### src/rtl/rm_lane_sequencer_pkg.sv
// Shared types for the per-lane runtime-monitor sequence checker.
package rm_lane_sequencer_pkg;

    typedef enum logic [1:0] {
        ST_DISABLED = 2'd0,
        ST_SEEK     = 2'd1,
        ST_TRACK    = 2'd2,
        ST_HIT      = 2'd3
    } rm_seq_state_e;

    // Index width that stays legal (>=1 bit) even for a single-entry range.
    function automatic int rm_idx_w(input int n);
        return (n > 1) ? $clog2(n) : 1;
    endfunction

endpackage

### src/rtl/rm_lane_sequencer_timer.sv
// Per-step window timer: loads the step window, counts down to zero, flags the last allowed cycle.
module rm_lane_sequencer_timer #(
    parameter int WIN_W = 16
) (
    input  logic             clk_i,
    input  logic             rst_i,
    input  logic             i_clear,
    input  logic             i_load,
    input  logic [WIN_W-1:0] i_load_val,
    output logic             o_expire
);

    logic [WIN_W-1:0] r_count;

    always_ff @(posedge clk_i or posedge rst_i) begin
        if (rst_i) begin
            r_count <= '0;
        end else if (i_clear) begin
            r_count <= '0;
        end else if (i_load) begin
            r_count <= i_load_val;
        end else if (r_count != '0) begin
            r_count <= r_count - 1'b1;
        end
    end

    // A zero count means unbounded, so only a count of exactly one expires.
    assign o_expire = (r_count == WIN_W'(1));

endmodule

### src/rtl/rm_lane_sequencer.sv
// Per-lane ordered-event sequence checker with per-step cycle windows.
// Optional RM_LANE_TIMESTAMP_EN adds a free-running cycle counter and match_ts_o.
module rm_lane_sequencer
    import rm_lane_sequencer_pkg::*;
#(
    parameter int NUM_EVENTS = 10,
    parameter int DEPTH      = 4,
    parameter int WIN_W      = 16,
    parameter int CNT_W      = 16
) (
    input  logic                            clk_i,
    input  logic                            rst_i,
    input  logic [NUM_EVENTS-1:0]           lane_vector_i,
    input  logic                            lane_reset_i,
    input  logic                            cfg_we_i,
    input  logic [rm_idx_w(DEPTH)-1:0]      cfg_addr_i,
    input  logic [rm_idx_w(NUM_EVENTS)-1:0] cfg_event_i,
    input  logic [WIN_W-1:0]                cfg_window_i,
    input  logic [$clog2(DEPTH+1)-1:0]      cfg_len_i,
    output logic                            match_o,
    output logic                            abort_o,
    output logic                            busy_o,
    output logic [rm_idx_w(DEPTH)-1:0]      step_o,
    output logic [CNT_W-1:0]                match_cnt_o
`ifdef RM_LANE_TIMESTAMP_EN
    ,
    output logic [CNT_W-1:0]                match_ts_o
`endif
);

    localparam int EV_W    = rm_idx_w(NUM_EVENTS);
    localparam int STEP_W  = rm_idx_w(DEPTH);
    localparam int LEN_W   = $clog2(DEPTH+1);
    localparam int EV_SPAN = 1 << EV_W;

    typedef struct packed {
        logic [EV_W-1:0]  ev;
        logic [WIN_W-1:0] win;
    } rm_step_t;

    rm_step_t        r_tbl [DEPTH];
    rm_seq_state_e   r_state;
    rm_seq_state_e   w_state_nxt;
    logic [STEP_W-1:0] r_step;
    logic [STEP_W-1:0] w_step_nxt;
    logic [STEP_W-1:0] w_next_idx;
    logic [LEN_W-1:0]  r_len_q;
    logic [LEN_W-1:0]  w_len_eff;
    logic [CNT_W-1:0]  r_match_cnt;
    logic              r_abort;
    logic              w_abort_nxt;
    logic              w_enter_hit;
    logic              w_len_chg;
    logic              w_hit;
    logic              w_last;
    logic              w_tmr_clear;
    logic              w_tmr_load;
    logic [WIN_W-1:0]  w_tmr_val;
    logic              w_tmr_expire;
    logic [EV_SPAN-1:0] w_vec_pad;

    always_ff @(posedge clk_i or posedge rst_i) begin
        if (rst_i) begin
            for (int i = 0; i < DEPTH; i++) begin
                r_tbl[i] <= '0;
            end
        end else if (cfg_we_i && (int'(cfg_addr_i) < DEPTH)) begin
            r_tbl[cfg_addr_i] <= '{ev: cfg_event_i, win: cfg_window_i};
        end
    end

    always_ff @(posedge clk_i or posedge rst_i) begin
        if (rst_i) begin
            r_len_q <= '0;
        end else begin
            r_len_q <= cfg_len_i;
        end
    end

    // Lengths beyond the table depth are clamped so the step index never runs off the table.
    assign w_len_eff  = (cfg_len_i > LEN_W'(DEPTH)) ? LEN_W'(DEPTH) : cfg_len_i;
    assign w_len_chg  = (cfg_len_i != r_len_q);
    assign w_next_idx = r_step + 1'b1;
    assign w_last     = ((LEN_W'(r_step) + LEN_W'(1)) == w_len_eff);

    // Zero padding makes event indices at or above NUM_EVENTS read as never-firing.
    assign w_vec_pad  = EV_SPAN'(lane_vector_i);
    assign w_hit      = w_vec_pad[r_tbl[r_step].ev];

    always_comb begin
        w_state_nxt = r_state;
        w_step_nxt  = r_step;
        w_tmr_clear = 1'b0;
        w_tmr_load  = 1'b0;
        w_tmr_val   = r_tbl[w_next_idx].win;
        w_abort_nxt = 1'b0;
        w_enter_hit = 1'b0;

        if (lane_reset_i || cfg_we_i || w_len_chg || (w_len_eff == '0)) begin
            w_state_nxt = (w_len_eff == '0) ? ST_DISABLED : ST_SEEK;
            w_step_nxt  = '0;
            w_tmr_clear = 1'b1;
        end else begin
            unique case (r_state)
                ST_DISABLED: begin
                    w_state_nxt = ST_SEEK;
                    w_step_nxt  = '0;
                    w_tmr_clear = 1'b1;
                end
                ST_SEEK, ST_TRACK: begin
                    if (w_hit) begin
                        if (w_last) begin
                            w_state_nxt = ST_HIT;
                            w_step_nxt  = '0;
                            w_tmr_clear = 1'b1;
                            w_enter_hit = 1'b1;
                        end else begin
                            w_state_nxt = ST_TRACK;
                            w_step_nxt  = w_next_idx;
                            w_tmr_load  = 1'b1;
                        end
                    end else if ((r_state == ST_TRACK) && (r_tbl[r_step].win != '0)
                                 && w_tmr_expire) begin
                        w_state_nxt = ST_SEEK;
                        w_step_nxt  = '0;
                        w_tmr_clear = 1'b1;
                        w_abort_nxt = 1'b1;
                    end
                end
                ST_HIT: begin
                    w_state_nxt = ST_SEEK;
                    w_step_nxt  = '0;
                    w_tmr_clear = 1'b1;
                end
                default: begin
                    w_state_nxt = ST_SEEK;
                    w_step_nxt  = '0;
                    w_tmr_clear = 1'b1;
                end
            endcase
        end
    end

    always_ff @(posedge clk_i or posedge rst_i) begin
        if (rst_i) begin
            r_state <= ST_SEEK;
            r_step  <= '0;
            r_abort <= 1'b0;
        end else begin
            r_state <= w_state_nxt;
            r_step  <= w_step_nxt;
            r_abort <= w_abort_nxt;
        end
    end

    always_ff @(posedge clk_i or posedge rst_i) begin
        if (rst_i) begin
            r_match_cnt <= '0;
        end else if (lane_reset_i) begin
            r_match_cnt <= '0;
        end else if (w_enter_hit && (r_match_cnt != {CNT_W{1'b1}})) begin
            r_match_cnt <= r_match_cnt + 1'b1;
        end
    end

    rm_lane_sequencer_timer #(
        .WIN_W (WIN_W)
    ) u_timer (
        .clk_i      (clk_i),
        .rst_i      (rst_i),
        .i_clear    (w_tmr_clear),
        .i_load     (w_tmr_load),
        .i_load_val (w_tmr_val),
        .o_expire   (w_tmr_expire)
    );

`ifdef RM_LANE_TIMESTAMP_EN
    logic [CNT_W-1:0] r_cycle;
    logic [CNT_W-1:0] r_match_ts;

    // The stamp is taken on the edge entering HIT so it equals the counter while match_o is high.
    always_ff @(posedge clk_i or posedge rst_i) begin
        if (rst_i) begin
            r_cycle    <= '0;
            r_match_ts <= '0;
        end else begin
            r_cycle <= r_cycle + 1'b1;
            if (w_enter_hit) begin
                r_match_ts <= r_cycle + 1'b1;
            end
        end
    end

    assign match_ts_o = r_match_ts;
`endif

    assign match_o     = (r_state == ST_HIT);
    assign abort_o     = r_abort;
    assign busy_o      = (r_state == ST_TRACK);
    assign step_o      = r_step;
    assign match_cnt_o = r_match_cnt;

endmodule

### config.mk
export PLATFORM = sky130hd
export DESIGN_NAME = rm_lane_sequencer
export DESIGN_NICKNAME = d
export VERILOG_FILES = /design/src/rtl/rm_lane_sequencer_pkg.sv /design/src/rtl/rm_lane_sequencer_timer.sv /design/src/rtl/rm_lane_sequencer.sv
export SDC_FILE = /design/constraint.sdc
export NUM_CORES = 1
export LEC_CHECK = 0
export BUFFER_PORTS_ARGS = -buffer_cell sky130_fd_sc_hd__buf_2
export CORE_AREA = 2 2 105 107
export DETAILED_ROUTE_END_ITERATION = 12
export DIE_AREA = 0 0 107 109
export GPL_TIMING_DRIVEN = 0
export PLACE_DENSITY_LB_ADDON = 0.25
export SLEW_MARGIN = 20
export SYNTH_ARGS = -nofsm -noshare
export SYNTH_HDL_FRONTEND = slang
export SYNTH_SLANG_ARGS = --single-unit
export TNS_END_PERCENT = 10
### constraint.sdc
create_clock -name clk_i -period 6.85 [get_ports clk_i]
set_input_delay 0 -clock clk_i [delete_from_list [all_inputs] [get_ports clk_i]]
set_output_delay 0 -clock clk_i [all_outputs]
set_load 0.05 [all_outputs]
==> impl_metrics.toml <==
[clock_tree]
cts_tree = "built"
clk_latency_ns = 0.52
cts_root_buf = "clkbuf_8"
hold_buffers = 25
postCtsSetupRepairBufs = 0
cts_resized = 0
cts_buffers = 17
cts_htree_levels = 4
path_clk_slew_ns = 0.06
cts.sinks = 120
clockBufferDepth = 2

[floorplan]
fp.dieW_um = 107
io_pins = 60
die_y_um = 109
core_area_mm2 = 0.0106
rows = 38
die_area_mm2 = 0.0117
initial_core_util_pct = 56.2

[hold_path]
holdPathStages = 4
min_from = "cfg_we_i"
hp-class = "primary input to flop"

[cells_and_area]
utilization_pct = 69.5
fin_nets = 616
syn2layout_area_growth_pct = 23.5
n_antenna_cell = 0
layout-drive-gt1-share_pct = 36.7
fillers = 737

[setup_path]
path_max_fanout = 9
r2r-start = "step_o[1]"
crit_type = "flop to flop"
reg2reg_depth = 8
startpoint = "step_o[1]"
cp-start-kind = "flop"
crit_arrival_ns = 3.49
endpoint_kind = "flop"
required_ns = 7.25

[synth]
syn_area_mm2 = 0.00596
yosysWarnings = 0
yosysUniqueCellTypes = 45
avgSynthCellArea_um2 = 12.8
synth-seq-cells = 120
syn-num-nets = 513
syn_inst = 467
ys_seq_area_share_pct = 50.4

[grt]
grt.overflow.total = 0
grt_pass1_wl_um = 22900
first_global_vias = 4411
antenna_found_initial = 0
grt_max_degree = 82
grt_usage_pct = 25.9

[drt]
wl_met2_um = 7120
drtIter0Drc = 198
highest_layer = "met4"
met1_length_um = 5890
dr_wl_met3_um = 477
drt_pass1_iterations = 4
wl_per_cell_um = 19.0
via_count = 4216
ant_nets = 0
via_per_inst = 5.83
wl_um = 13700
drc = 0

[timing]
drv_slew = 0
rsz0062_at_grt = "no"
fmax_ghz = 0.324
hold_viol = 0
finalSetupTns_ns = 0
skew_ns = 0.00499
fin_crit_sh_pct = 45.1
tightest_slew_ns = 0.857
relSlewSlack_pct = 42.9
post-route-min-period_ns = 3.09
setup_viol = 0

[status]
status = "finished clean"

[job]
cap_violations = 0

[pwr]
p_leak_nw = 3.25
ir_worst_vdd_v = 0.000186
powerDensity_mw_per_mm2 = 290

[placed_design]
dp_hpwl_um = 9370
globalplace.congestion = 0.832
io_buffers = 58
[final cells by class]
cell class | instances | area [um2] | area share (%)
inverters | 23 | 91.3 | 1.24
clock buffers | 21 | 459 | 6.24
clock inverters | 11 | 194 | 2.63
repair buffers | 84 | 568 | 7.71
well taps | 140 | 175 | 2.38
multi-input cells | 305 | 2770 | 37.6
plain buffers | 19 | 103 | 1.39
flip-flops and latches | 120 | 3000 | 40.8
[flip-flops by register name, summed over array words and instances, names as in the netlist]
| register | count |
|---|---|
| r_tbl | 80 |
| match_cnt_o | 16 |
| u_timer.r_count | 16 |
| r_len_q | 3 |
| r_state | 2 |
| step_o | 2 |
| abort_o | 1 |
[cells in the mapped netlist (all sizes together)]
cell type	n	share of area (%)
buf	9	1.1
nand4b	1	0.15
or4	3	0.38
mux4	19	7.2
a2bb2oi	1	0.15
xor2	5	0.73
o22ai	17	2.8
dfstp	1	0.44
a211oi	1	0.13
o41ai	1	0.15
o31ai	1	0.13
nand3	12	1.1
ha	7	1.5
or3	2	0.21
a21oi	2	0.17
nor2	28	1.8
nand4	7	0.84
a41oi	1	0.46
and2	3	0.31
clkbuf	10	0.63
inv	23	1.4
nor3b	3	0.38
nand2b	1	0.10
dfrtp	119	50
mux2i	9	1.5
o21ai	3	0.25
nor4	23	2.4
mux2	84	16
or3b	1	0.15
nor2b	3	0.31
nand3b	4	0.50
nor3	15	1.3
nor4b	1	0.15
o2111ai	1	0.15
xnor2	26	3.8
nand2	16	1.0
and3	4	0.42
[routing by layer]
metal / global-route usage (%) / vias to the layer above
met5: 0 / -
met4: 8.53 / 0
met3: 5.32 / 15
met2: 43.3 / 78
met1: 34.1 / 2202
li1: - / 1921
[cells in the final DEF (no fill, tap or decap), drive strengths merged, types with 17 or more instances in the layout]
master,synthesis,final
buf,9,68
clkbuf,10,31
dfrtp,119,119
dlygate4sd3,0,25
inv,23,23
mux2,84,84
mux4,19,19
nor2,28,28
nor4,23,23
o22ai,17,17
xnor2,26,26
[metrics by stage]
step | worst slack (ns) | power (mW) | instances | hold WS [ns] | instance area [um2]
after floorplan | 3.67 | 1.07 | 467 | 0.0314 | 5960
after global placement | 2.40 | 1.14 | 665 | 0.178 | 6430
after detailed placement | 3.78 | 1.16 | 666 | 0.0336 | 6460
after CTS | 3.74 | 2.14 | 723 | 0.0163 | 7360
after global routing | 3.52 | 2.21 | 723 | 0.0789 | 7360
final | 3.76 | 2.13 | 723 | 0.0201 | 7360
[report_power, final]
part	total, mW	leakage, nW	internal (mW)	switching [mW]
clock	0.971	0.306	0.656	0.315
combinational	0.287	1.45	0.157	0.129
sequential	0.877	1.49	0.803	0.0744
[final timing paths]
check / to / slack (ns)
setup reg to reg: match_cnt_o[10] / 3.76
max in group asynchronous: r_state[0] / 6.08
hold reg to reg: r_tbl[37] / 0.50
min in group asynchronous: match_cnt_o[9] / 0.03
setup / recovery: match_cnt_o[10] / 3.76
hold / removal: r_state[1] / 0.02
[logic make-up after synthesis]
family | synth area share, %
simple gates | 11.5
flops | 50.4
mux | 24.5
buf+inv | 3.17
xor+xnor | 4.55
compound gates | 4.41
fa+ha+maj | 1.47
[worst max-delay path, stage by stage, from the launching register on]
cell	delay (ns)
dfrtp_1	0.49
ha_1	0.32
clkbuf_1	0.49
xor2_1	0.14
o41ai_1	0.48
nand3b_1	0.32
nor2_2	0.27
nand4_1	0.13
mux2_1	0.33
Note: power is estimated with default switching activity, not from simulation.
